===== src/rtl/cube_sum_acc.sv =====
// Frame accumulator for the cube engine: captures each done edge once, sums
// N_SAMPLES results with saturation and offers the frame sum on valid/ready.
module cube_sum_acc #(
    parameter int unsigned DATA_W    = 12,
    parameter int unsigned ACC_W     = 16,
    parameter int unsigned N_SAMPLES = 4,
    localparam int unsigned CNT_W    = $clog2(N_SAMPLES + 1)
) (
    input  logic              clk,
    input  logic              rst,
    input  logic              in_done,
    input  logic [DATA_W-1:0] in_result,
    input  logic              frame_clear,
    output logic              out_valid,
    input  logic              out_ready,
    output logic [ACC_W-1:0]  out_sum,
    output logic              out_ovf,
    output logic              dropped,
    output logic [CNT_W-1:0]  sample_cnt
);

    localparam int unsigned SUM_W = ACC_W + 1;

    logic             done_q;
    logic [ACC_W-1:0] acc;
    logic             frame_ovf;

    logic             cap;
    logic             last;
    logic             slot_free;
    logic [SUM_W-1:0] sum_wide;
    logic             sat;
    logic [ACC_W-1:0] acc_next;

    logic             done_q_d;
    logic [ACC_W-1:0] acc_d;
    logic             frame_ovf_d;
    logic [CNT_W-1:0] sample_cnt_d;
    logic             out_valid_d;
    logic [ACC_W-1:0] out_sum_d;
    logic             out_ovf_d;
    logic             dropped_d;

    // Rising edge of the level-type done; a coincident clear swallows it.
    assign cap       = in_done & ~done_q & ~frame_clear;
    assign last      = (sample_cnt == CNT_W'(N_SAMPLES - 1));
    assign slot_free = ~out_valid | out_ready;

    assign sum_wide  = {1'b0, acc} + SUM_W'(in_result);
    assign sat       = sum_wide[ACC_W];
    assign acc_next  = sat ? {ACC_W{1'b1}} : sum_wide[ACC_W-1:0];

    always_comb begin
        done_q_d     = in_done;
        acc_d        = acc;
        frame_ovf_d  = frame_ovf;
        sample_cnt_d = sample_cnt;
        out_valid_d  = out_valid & ~out_ready;
        out_sum_d    = out_sum;
        out_ovf_d    = out_ovf;
        dropped_d    = dropped;

        if (frame_clear) begin
            acc_d        = '0;
            frame_ovf_d  = 1'b0;
            sample_cnt_d = '0;
        end else if (cap) begin
            if (last) begin
                acc_d        = '0;
                frame_ovf_d  = 1'b0;
                sample_cnt_d = '0;
                if (slot_free) begin
                    out_valid_d = 1'b1;
                    out_sum_d   = acc_next;
                    out_ovf_d   = frame_ovf | sat;
                end else begin
                    dropped_d = 1'b1;
                end
            end else begin
                acc_d        = acc_next;
                frame_ovf_d  = frame_ovf | sat;
                sample_cnt_d = sample_cnt + CNT_W'(1);
            end
        end
    end

    // done_q resets high so a level already present at reset release is ignored.
    always_ff @(posedge clk) begin
        if (rst) begin
            done_q     <= 1'b1;
            acc        <= '0;
            frame_ovf  <= 1'b0;
            sample_cnt <= '0;
            out_valid  <= 1'b0;
            out_sum    <= '0;
            out_ovf    <= 1'b0;
            dropped    <= 1'b0;
        end else begin
            done_q     <= done_q_d;
            acc        <= acc_d;
            frame_ovf  <= frame_ovf_d;
            sample_cnt <= sample_cnt_d;
            out_valid  <= out_valid_d;
            out_sum    <= out_sum_d;
            out_ovf    <= out_ovf_d;
            dropped    <= dropped_d;
        end
    end

endmodule

===== config.mk =====
export PLATFORM = sky130hd
export DESIGN_NAME = cube_sum_acc
export DESIGN_NICKNAME = d
export VERILOG_FILES = /design/src/rtl/cube_sum_acc.sv
export SDC_FILE = /design/constraint.sdc
export NUM_CORES = 1
export LEC_CHECK = 0
export ABC_AREA = 1
export CAP_MARGIN = 10
export CORE_MARGIN = 1
export CORE_UTILIZATION = 45
export CTS_BUF_LIST = sky130_fd_sc_hd__clkbuf_8
export DETAILED_ROUTE_END_ITERATION = 12
export PLACE_DENSITY = 0.69
export SYNTH_ARGS = -nofsm -noshare
export SYNTH_HDL_FRONTEND = slang
export SYNTH_SLANG_ARGS = --single-unit

===== constraint.sdc =====
create_clock -name clk -period 3.23 [get_ports clk]
set_clock_uncertainty 0.1 [all_clocks]
set_input_delay 0.646 -clock clk [delete_from_list [all_inputs] [get_ports clk]]
set_output_delay 0.646 -clock clk [all_outputs]
set_load 0.005 [all_outputs]

=== Yosys cells after proc, flatten, opt, wreduce, memory -nomap -nowiden ===
Cells that the tools add are included.

* Add/subtract/negate cells: 2
* Equal/unequal tests: 1
* Reduce and logical (&&, ||, !) cells: 3
* Bitwise gates (word level): 10
* Multiplexer cells: 8

{| class="wikitable"
|+ Operators with widths
! cell !! count
|-
| $mux 16 || 2
|-
| $add 16x12->17 || 1
|-
| $reduce_and 4->1 || 2
|-
| $mux 1 || 5
|-
| $not 1->1 || 5
|-
| $add 3x1->3 const B || 1
|-
| $and 1x1->1 || 3
|-
| $eq 3x2->1 const B || 1
|-
| $mux 3 || 1
|-
| $or 1x1->1 || 2
|-
| $reduce_or 2->1 || 1
|}

* Logic and storage cells: 32
* Bits in registers: 40
* Input port bits: 17
* Output and inout bits: 22

=== Depth between registers and ports, before layout ===
* Depth in word-level cells: 6
* Mapped depth: 12

=== Least setup slack after synthesis ===
OpenSTA, ideal clock, no wires.

* Path type: input to register
* Start: input port in_result[0]
* End: register out_sum[12]
* Setup time: 0.114 ns
* Stages on the path: 11
* Arrival time: 2.116 ns
* Setup slack: 0.900 ns
* Path through: ha_1 -> fa_1 -> nand2_1 -> nand2_1 -> nand3_2 -> nand2_2 -> a21oi_4 -> buf_6 -> nand3_2 -> o21bai_1 -> inv_1

* Cells in the longest elaborated chain, start to end: 2

{| class="wikitable"
|+ RTL lines
! item !! line !! text
|-
| from (decl) || 12 || <nowiki>input logic [DATA_W-1:0] in_result,</nowiki>
|-
| $add 16x12->17 || 49 || <nowiki>assign sum_wide = {1'b0, acc} + SUM_W'(in_result);</nowiki>
|-
| $mux 16 || 51 || <nowiki>assign acc_next = sat ? {ACC_W{1'b1}} : sum_wide[ACC_W-1:0];</nowiki>
|-
| to (signal assigned) || 104 || <nowiki>out_sum <= out_sum_d;</nowiki>
|-
| to (decl) || 16 || <nowiki>output logic [ACC_W-1:0] out_sum,</nowiki>
|}

No other way between the ends.
A chain may end at the register's enable or synchronous reset.

=== Worst setup path after layout ===
* Start: input port in_result[0]
* End: register out_sum[2]

Same word-level chain as after synthesis.

==> metrics.md <==
| Metric | Value |
|---|---|
| RSZ-0062 raised after global routing | false |
| Slowest cell on the critical path | clkdlybuf4s50_1 |
| CP Data Arrival Time | 2.78 ns |
| Worst r2r src | acc[0]$_SDFFE_PP0P_ |
| DR WL/cell | 12.44 microns |
| Total power | a little over 0.9 mW |
| Peak supply drop | 255.6 uV |
| Via Count | between 2k and 2.5k |
| Crit path largest cell delay | 0.42 ns |
| Slew headroom | 73.12% |
| CTS resizes | 0 |
| Mapped cell area | ~2400 sq um |
| Final Hold Fails | 0 |
| Clock net sink count | 40 |
| FF-to-FF End | out_sum[2]$_SDFFE_PP0P_ |
| Area Overhead vs Synth | 21.87% |
| Seq cells post-synth | 40 |
| End of the worst hold path | sample_cnt[2]$_SDFFE_PP0P_ |
| Startpoint types | input pin |
| NumNets Final | 430 |
| Starting Density | 47.22% |
| Vias in the first global route | about 2.2k |
| Crit-path cells | clkdlybuf4s50_1 > ha_1 > fa_1 > nand2_1 > nand2_1 > nand3_2 > nand2_2 > a21oi_4 > buf_4 > o21ai_0 > o21bai_1 > inv_1 |
| Worst-Skew Late Latency | between 0.2 and 0.3 ns |
| Synthesized area per cell | 6.841 sq um |
| PD cells | just over 300 nW/um^2 |
| Std-Cell Rows | 26 |
| DR pass1 iterations | 4 |
| Fmax | 371.1 MHz |
| GR Overflow Total | 0 |
| Buffer and inverter count on the worst path | 3 |
| Critical path peak fanout | 13 |
| Final Critical Period | about 2.7 ns |
| Root Driver | clkbuf_8 |
| Hold Buf Count CTS | 0 |
| Setup TNS | 0 ns |
| Vias/cell | 4.861 |
| Crit. End Element | flip-flop |
| Reg clk slew, reported paths | 0.07 ns |
| H-tree levels | 2 |
| CTS tree | done |
| Final ANT Viol Nets | 0 |
| Kind of critical path | input pin to flip-flop |
| Lkg Pwr | 1.423 nW |
| Final setup fails | 0 |
| Global-route wire length before repair | 9404 microns |
| Share of layout cells above drive strength 1 | a little under an eighth |
| Clock Path Buffers | 2 |
| Core area | 5172 sq um |
| Fin crit share | 83.43% |
| WL final | between 5000 and 6000 microns |
| IO Pins | 39 |
| HP Class | flip-flop to flip-flop |
| DP HPWL | 4416 microns |
| FF-to-FF setup slack | 1.02 ns |
| Initial antenna violation count | 0 |
| HP Start | sample_cnt[2]$_SDFFE_PP0P_ |
| Most used cell, CP | nand2_1 |
| Synth Net Count | 388 |
| Port bufs | 38 |
| WP data required | approximately 3.3 ns |
| Die Area | around 5700 sq um |
| Ant diodes | 0 |
| Stages on the worst setup path | 12 |
| Starting DRT DRC Count | 143 |
| Post-CTS setup buffer count | 0 |
| CTS buffer count | 5 |
| Die width | 75.67 microns |
| Syn Inst Count | 357 |
| GRT Overall Usage | between 20% and 30% |
| Synth cell types | 32 |
| DRC viols | 0 |
| Largest net degree at the start of global routing | 22 |
| Die height | 75.67 microns |
| Warnings from Yosys | 0 |
| Status | finished clean |
| R2R cell count | 11 |
| GP Congestion | 0.8332 |
| Max-cap violations | 0 |
| Hold path depth | 2 |
| Worst Tran Pin Value | between 0.4 and 0.5 ns |
| Sequential-to-total area share from yosys stat | 32.79% |
| Final slew viol count | 0 |
| Delay-heaviest family, CP | buffers and inverters |
==> cell usage after synthesis, drive strengths merged <==
library cell / n / share of area, %
a211oi: 1 / 0.31
a21oi: 30 / 7.2
and2: 2 / 0.51
buf: 4 / 1.5
clkbuf: 4 / 0.61
clkinv: 1 / 0.15
dfxtp: 40 / 33
fa: 1 / 0.82
ha: 13 / 6.7
inv: 56 / 8.6
nand2: 106 / 17
nand3: 18 / 5.3
nand3b: 2 / 0.61
nor2: 34 / 6.1
nor3: 3 / 1.1
o2111ai: 1 / 0.36
o21a: 4 / 1.2
o21ai: 23 / 4.7
o21bai: 6 / 1.8
or2: 4 / 1.1
xor2: 4 / 1.4
==> stage by stage <==
step / util (%) / cell area [sq um] / hold WS [ns] / setup WS (ns) / std cells
2_1_floorplan: - / 2442 / 0.3488 / 0.9004 / 357
3_3_place_gp: 55.97 / 2895 / 0.3493 / 0.2944 / 462
3_5_place_dp: 55.97 / 2895 / 0.3526 / 0.2411 / 462
4_1_cts: 57.55 / 2977 / 0.3651 / 0.5474 / 469
5_1_grt: 57.55 / 2977 / 0.3818 / 0.3757 / 469
6_report: 57.55 / 2977 / 0.3643 / 0.5351 / 469
==> sequential cells by signal, summed over array words and instances (netlist names) <==
signal      flops
sample_cnt      3
frame_ovf       1
out_sum        16
acc            16
dropped         1
done_q          1
out_ovf         1
out_valid       1
==> cell usage in the layout (no fill, tap or decap), types with 3 or more instances in the layout <==
cell / n
nand2_1: 100
inv_1: 52
dfxtp_1: 40
clkdlybuf4s50_1: 38
nor2_1: 29
a21oi_1: 25
o21ai_0: 15
ha_1: 13
nand3_1: 10
nand3_2: 8
o21ai_1: 8
nand2_2: 6
o21bai_1: 6
clkbuf_8: 5
buf_4: 5
xor2_1: 4
a21oi_2: 4
inv_2: 4
o21a_1: 4
nor2_2: 3
or2_2: 3
==> power by group <==
| group | internal [mW] | total [mW] | leakage (nW) | switching, mW |
|---|---|---|---|---|
| logic | 0.0411 | 0.0932 | 1.06 | 0.0521 |
| registers | 0.495 | 0.497 | 0.323 | 0.00161 |
| clock network | 0.146 | 0.328 | 0.0400 | 0.181 |
==> metal layers <==
metal / up-vias / global-route usage, % / wire (microns) / share of wire (%)
li1: 1201 / - / - / -
met1: 1040 / 26.16 / 2695 / 46
met2: 35 / 40.67 / 2934 / 50
met3: 4 / 4.630 / 171 / 2.9
met4: 0 / 4.938 / 35 / 0.60
met5: - / 0 / 0 / 0
==> area by class of cell <==
type / count / area (sq um)
clock buffers: 5 / 68.82
clock inverters: 2 / 12.51
fillers: 489 / 2196
inverters: 57 / 214.0
multi-input cells: 252 / 1375
flip-flops and latches: 40 / 800.8
well taps: 70 / 87.58
repair buffers: 43 / 417.9
==> worst max path at each step <==
stage,endpoint,startpoint,slack (ns)
3_5_place_dp,out_sum[2]$_SDFFE_PP0P_,in_result[0],0.24
4_1_cts,out_sum[2]$_SDFFE_PP0P_,in_result[0],0.55
2_1_floorplan,out_sum[12]$_SDFFE_PP0P_,in_result[0],0.90
6_report,out_sum[2]$_SDFFE_PP0P_,in_result[0],0.54
5_1_grt,out_sum[2]$_SDFFE_PP0P_,in_result[0],0.38
3_3_place_gp,out_sum[2]$_SDFFE_PP0P_,in_result[0],0.29
==> tightest hold or removal path, cell delays in order (launching register included) <==
cell     delay (ns)
dfxtp_1        0.33
nand2_1        0.06
a21oi_1        0.03
==> cell families after synthesis <==
logic type               after synthesis  synth area share, %
adder cells (fa/ha/maj)               14                7.480
AND/OR/NAND/NOR                      169                31.71
XOR/XNOR                               4                1.434
AO/OA/AOI/OAI                         65                15.68
buffers and inverters                 65                10.91
flip-flops                            40                32.79
No activity file was read; power rests on OpenSTA's default activity.
==> variant 1, RTL diff (config.mk and constraints unchanged) <==
Change the parameter `DATA_W` from 12 to 18.
--- a/src/rtl/cube_sum_acc.sv
+++ b/src/rtl/cube_sum_acc.sv
@@ -2,5 +2,5 @@
 // N_SAMPLES results with saturation and offers the frame sum on valid/ready.
 module cube_sum_acc #(
-    parameter int unsigned DATA_W    = 12,
+    parameter int unsigned DATA_W    = 18,
     parameter int unsigned ACC_W     = 16,
     parameter int unsigned N_SAMPLES = 4,
Interface: changed (resized in_result); port bits go from 39 to 45. No check against the original RTL was run, so the function may have changed too.
==> variant 1 against the original RTL <==
Via count is 6.8% higher. Final area up 9.8%. Hold slack got worse by 0.013 ns. Worst setup slack got worse by 0.096 ns. Sequential cell count stayed put. Synthesized area increased by 8.9%. Total power increased by 15%. Wire length is 1.1% lower. Critical path type unchanged. Highest routed layer unchanged.
==> variant 1: results (changes against the original RTL) <==
GRT
* 35 — maximum number of pins on one net before global-route repair, +59%
* 10.2 mm — first-pass GRT wire length, +8.5%
* 2306 — vias in the first global route, +6.4%
* 0.208 — GRT Total Usage, -0.0125

Setup path
* 17 — maximum fanout count along the critical path, +4
* simple AND/OR/NAND/NOR gates — CP top delay family
* 2.89 ns — arrival time of data at the critical path endpoint, +0.11 ns
* 0.91 ns — setup slack, reg-to-reg, -0.11 ns

Logic synthesis
* sky130_fd_sc_hd__dfxtp_1 (30%), sky130_fd_sc_hd__nand2_1 (18%), sky130_fd_sc_hd__inv_1 (13%), sky130_fd_sc_hd__a21oi_1 (8.1%), sky130_fd_sc_hd__ha_1 (8.0%) — biggest area contributors in the synthesized netlist
* sky130_fd_sc_hd__nand2_1 (130), sky130_fd_sc_hd__inv_1 (90), sky130_fd_sc_hd__a21oi_1 (43) — most used standard cells in the synthesized netlist
* 455 — synthesized netlist net count, +17%
* 33 — synth unique cells, +3.1%

Hold path
* dropped — hold path startpoint

Run status
* finished clean — status

Timing
* 0.741 — relative max-transition margin, +0.00952
* 0.351 ns — Post-Route Hold Slack, -0.0131 ns

Drt
* 4.58 — ratio of routed vias to standard cells, -5.9%
* 2434 — total via count after detailed routing, +6.8%
* 128 — Iter 0 DRT Violations, -10%
* 5.77 mm — aggregate routed wire length, -1.1%

Placement
* 0.846 — final RePlAce weighted congestion, +1.6%
* 524 — number of placed cells counting well taps, +13%
* 0.133 ns — worst setup slack after placement, -0.108 ns

Cells and area
* 0.0870 — share of post-route cells with drive strength above 1, -0.0258

Pwr
* 1.66 nW — standby leakage power, +17%

[variant 1: cell types whose count changed in the layout (fill, tap and decap cells not counted), sizes merged, moves of 7 or more]
cell and change:
nand2 +39, inv +36, nor2 -20, a21oi +14, nand3 -7
[variant 1: worst reg2reg max path, delay by kind of cell, from the launching register on]
family                     cells  cell delay [ns]
and+or+nand+nor                8             0.96
adders and majority gates      2             0.62
DFF                            1             0.32
AOI/OAI and AO/OA              1             0.17
buffers and inverters          1             0.05
[variant 1: worst max-delay path by stage]
| stage | startpoint | endpoint | slack, ns | depth (start not counted) |
|---|---|---|---|---|
| floorplan | in_result[0] | out_sum[6] | 0.84 | 13 |
| global placement | in_result[0] | out_sum[15] | 0.16 | 13 |
| detailed placement | in_result[0] | out_sum[15] | 0.13 | 13 |
| CTS | in_result[0] | out_sum[15] | 0.45 | 13 |
| global route | in_result[0] | out_sum[10] | 0.25 | 13 |
| finish | in_result[0] | out_sum[10] | 0.44 | 13 |
[variant 1: stage by stage]
stage                     cell area [um2]  power (W)
after floorplan                      2660   0.000605
after global placement               3160   0.000652
after detailed placement             3160   0.000653
after CTS                            3270    0.00106
after global routing                 3270    0.00109
final                                3270    0.00105
[variant 1: final cells by class]
| class | count | area (um2) |
|---|---|---|
| Fill cell | 570 | 2340 |
| Multi-Input combinational cell | 272 | 1460 |
| Sequential cell | 40 | 801 |
| Timing Repair Buffer | 47 | 460 |
| Inverter | 93 | 349 |
| Tap cell | 72 | 90.1 |
| Clock buffer | 5 | 68.8 |
| Clock inverter | 3 | 42.5 |
[variant 1: routing by layer]
| layer | GRT usage | wire length [um] | vias up |
|---|---|---|---|
| met2 | 0.327 | 2400 | 49 |
| met4 | 0.0800 | 107 | 0 |
| met5 | 0 | 0 | - |
| met3 | 0.0276 | 203 | 8 |
| li1 | - | - | 1342 |
| met1 | 0.288 | 3060 | 1035 |
[variant 1: logic make-up after synthesis]
logic type / after synthesis / share of synthesized area
flip-flops: 40 / 0.301
XOR/XNOR: 7 / 0.0231
adder cells (fa/ha/maj): 18 / 0.0875
AND/OR/NAND/NOR: 183 / 0.312
buffers and inverters: 102 / 0.152
AO/OA/AOI/OAI: 64 / 0.125
[variant 1: where the power goes]
group | internal [W] | switching (W)
Sequential | 0.000496 | 0.00000266
Combinational | 0.0000611 | 0.0000823
Clock | 0.000229 | 0.000182
==> variant 2, RTL diff (same flow settings) <==
Without the edit above. Take the reset off `out_sum` and load it in a clocked block of its own.
--- a/src/rtl/cube_sum_acc.sv
+++ b/src/rtl/cube_sum_acc.sv
@@ -93,5 +93,4 @@
             sample_cnt <= '0;
             out_valid  <= 1'b0;
-            out_sum    <= '0;
             out_ovf    <= 1'b0;
             dropped    <= 1'b0;
@@ -102,5 +101,4 @@
             sample_cnt <= sample_cnt_d;
             out_valid  <= out_valid_d;
-            out_sum    <= out_sum_d;
             out_ovf    <= out_ovf_d;
             dropped    <= dropped_d;
@@ -108,3 +106,7 @@
     end
 
+    always_ff @(posedge clk) begin
+        out_sum <= out_sum_d;
+    end
+
 endmodule
Behaviour: differs if rst is asserted again (counterexample within 10 cycles, from zero or initial values and one cycle with rst high); with rst held inactive, the same outputs for 10 cycles.
==> variant 2 against the original RTL <==
Total power increased by 30%. Sequential cell count did not move. Synthesized area rose by 1.9%. Final area rose by 4.9%. Worst setup slack better by 0.050 ns. Wire length is 16% lower. Count of clock-buffer cells in the layout is the same. First-iteration DRC count fell by 45%. Via count decreased by 13%. Critical path type unchanged. Highest routed layer unchanged.
==> variant 2: results (changes against the original RTL) <==
GRT
* 8.36 mm — first-pass GRT wire length, -11%
* 0.181 — GRT Total Usage, -0.0392
* 20 — maximum number of pins on one net before global-route repair, -9.1%
* 0.0407 — met3 demand-to-capacity share in global routing, -0.00558
* 0.239 — met1 layer usage reported by global route, -0.0227

Placement
* 0.265 ns — worst setup slack after placement, +0.0239 ns
* 0.914 — final RePlAce weighted congestion, +9.7%
* 3.83 mm — post-detail-place hpwl, -13%
* 2960 um2 — total cell area at the placement stage, +2.3%
* 423 — number of placed cells counting well taps, -8.4%

Timing
* 0.585 ns — worst-case setup margin in the final layout, +0.0502 ns

Logic synthesis
* 16 — EDFF count, synth, +16
* 344 — synthesized netlist net count, -11%
* 33 — synth unique cells, +3.1%
* sky130_fd_sc_hd__dfxtp_1 (19%), sky130_fd_sc_hd__edfxtp_1 (19%), sky130_fd_sc_hd__nand2_1 (14%), sky130_fd_sc_hd__inv_1 (7.4%), sky130_fd_sc_hd__ha_1 (6.5%) — biggest area contributors in the synthesized netlist
* 0.193 — proportion of netlist area held by the largest area contributor, -0.135
* 313 — cells after synthesis, -12%
* 0.386 — share of synthesized area occupied by flip-flops and latches, +0.0583

Pwr
* 0.443 — sequential power share, -0.098
* 0.000295 V — Worst IR Drop VDD, +15%
* 1.41 nW — standby leakage power, -0.86%

Cells and area
* 391 — fin nets, -9.1%
* 431 — number of cells in the finished layout apart from fillers, -8.1%
* 503 — # fillers, +2.9%

Run status
* finished clean — status

Setup path
* simple AND/OR/NAND/NOR gates — CP top delay family
* 4 — maximum fanout count along the critical path, -9
* 0.40 ns — delay of the slowest cell on the worst path, -0.02 ns
* 9 — number of cells on the worst reg-to-reg path, -2

-- variant 2: changes by cell type in the layout (fill, tap and decap cells not counted), sizes merged, moves of 3 or more --
cell,delta
inv,-4
nand2,+3
o21ai,-17
dfxtp,-16
nor2,-13
o21bai,-5
edfxtp,+16
a21oi,-3
bufinv,+3
-- variant 2: cells by family after synthesis --
group,after synthesis,synth area share
flip-flops,40,0.386
AND/OR/NAND/NOR,160,0.328
XOR/XNOR,4,0.0141
adder cells (fa/ha/maj),14,0.0734
AO/OA/AOI/OAI,38,0.103
buffers and inverters,57,0.0955
-- variant 2: metal layers --
layer / wire length [um] / share of wire
met1: 2460 / 0.50
met2: 2210 / 0.45
met3: 158 / 0.032
met4: 61 / 0.012
met5: 0 / 0
-- variant 2: cell type report --
class	instances	area, um2	share of cell area
flip-flops and latches	40	961	0.308
clock inverters	3	90.1	0.0289
inverters	53	199	0.0637
repair buffers	44	425	0.136
well taps	70	87.6	0.0281
clock buffers	5	68.8	0.0220
multi-input cells	216	1290	0.413
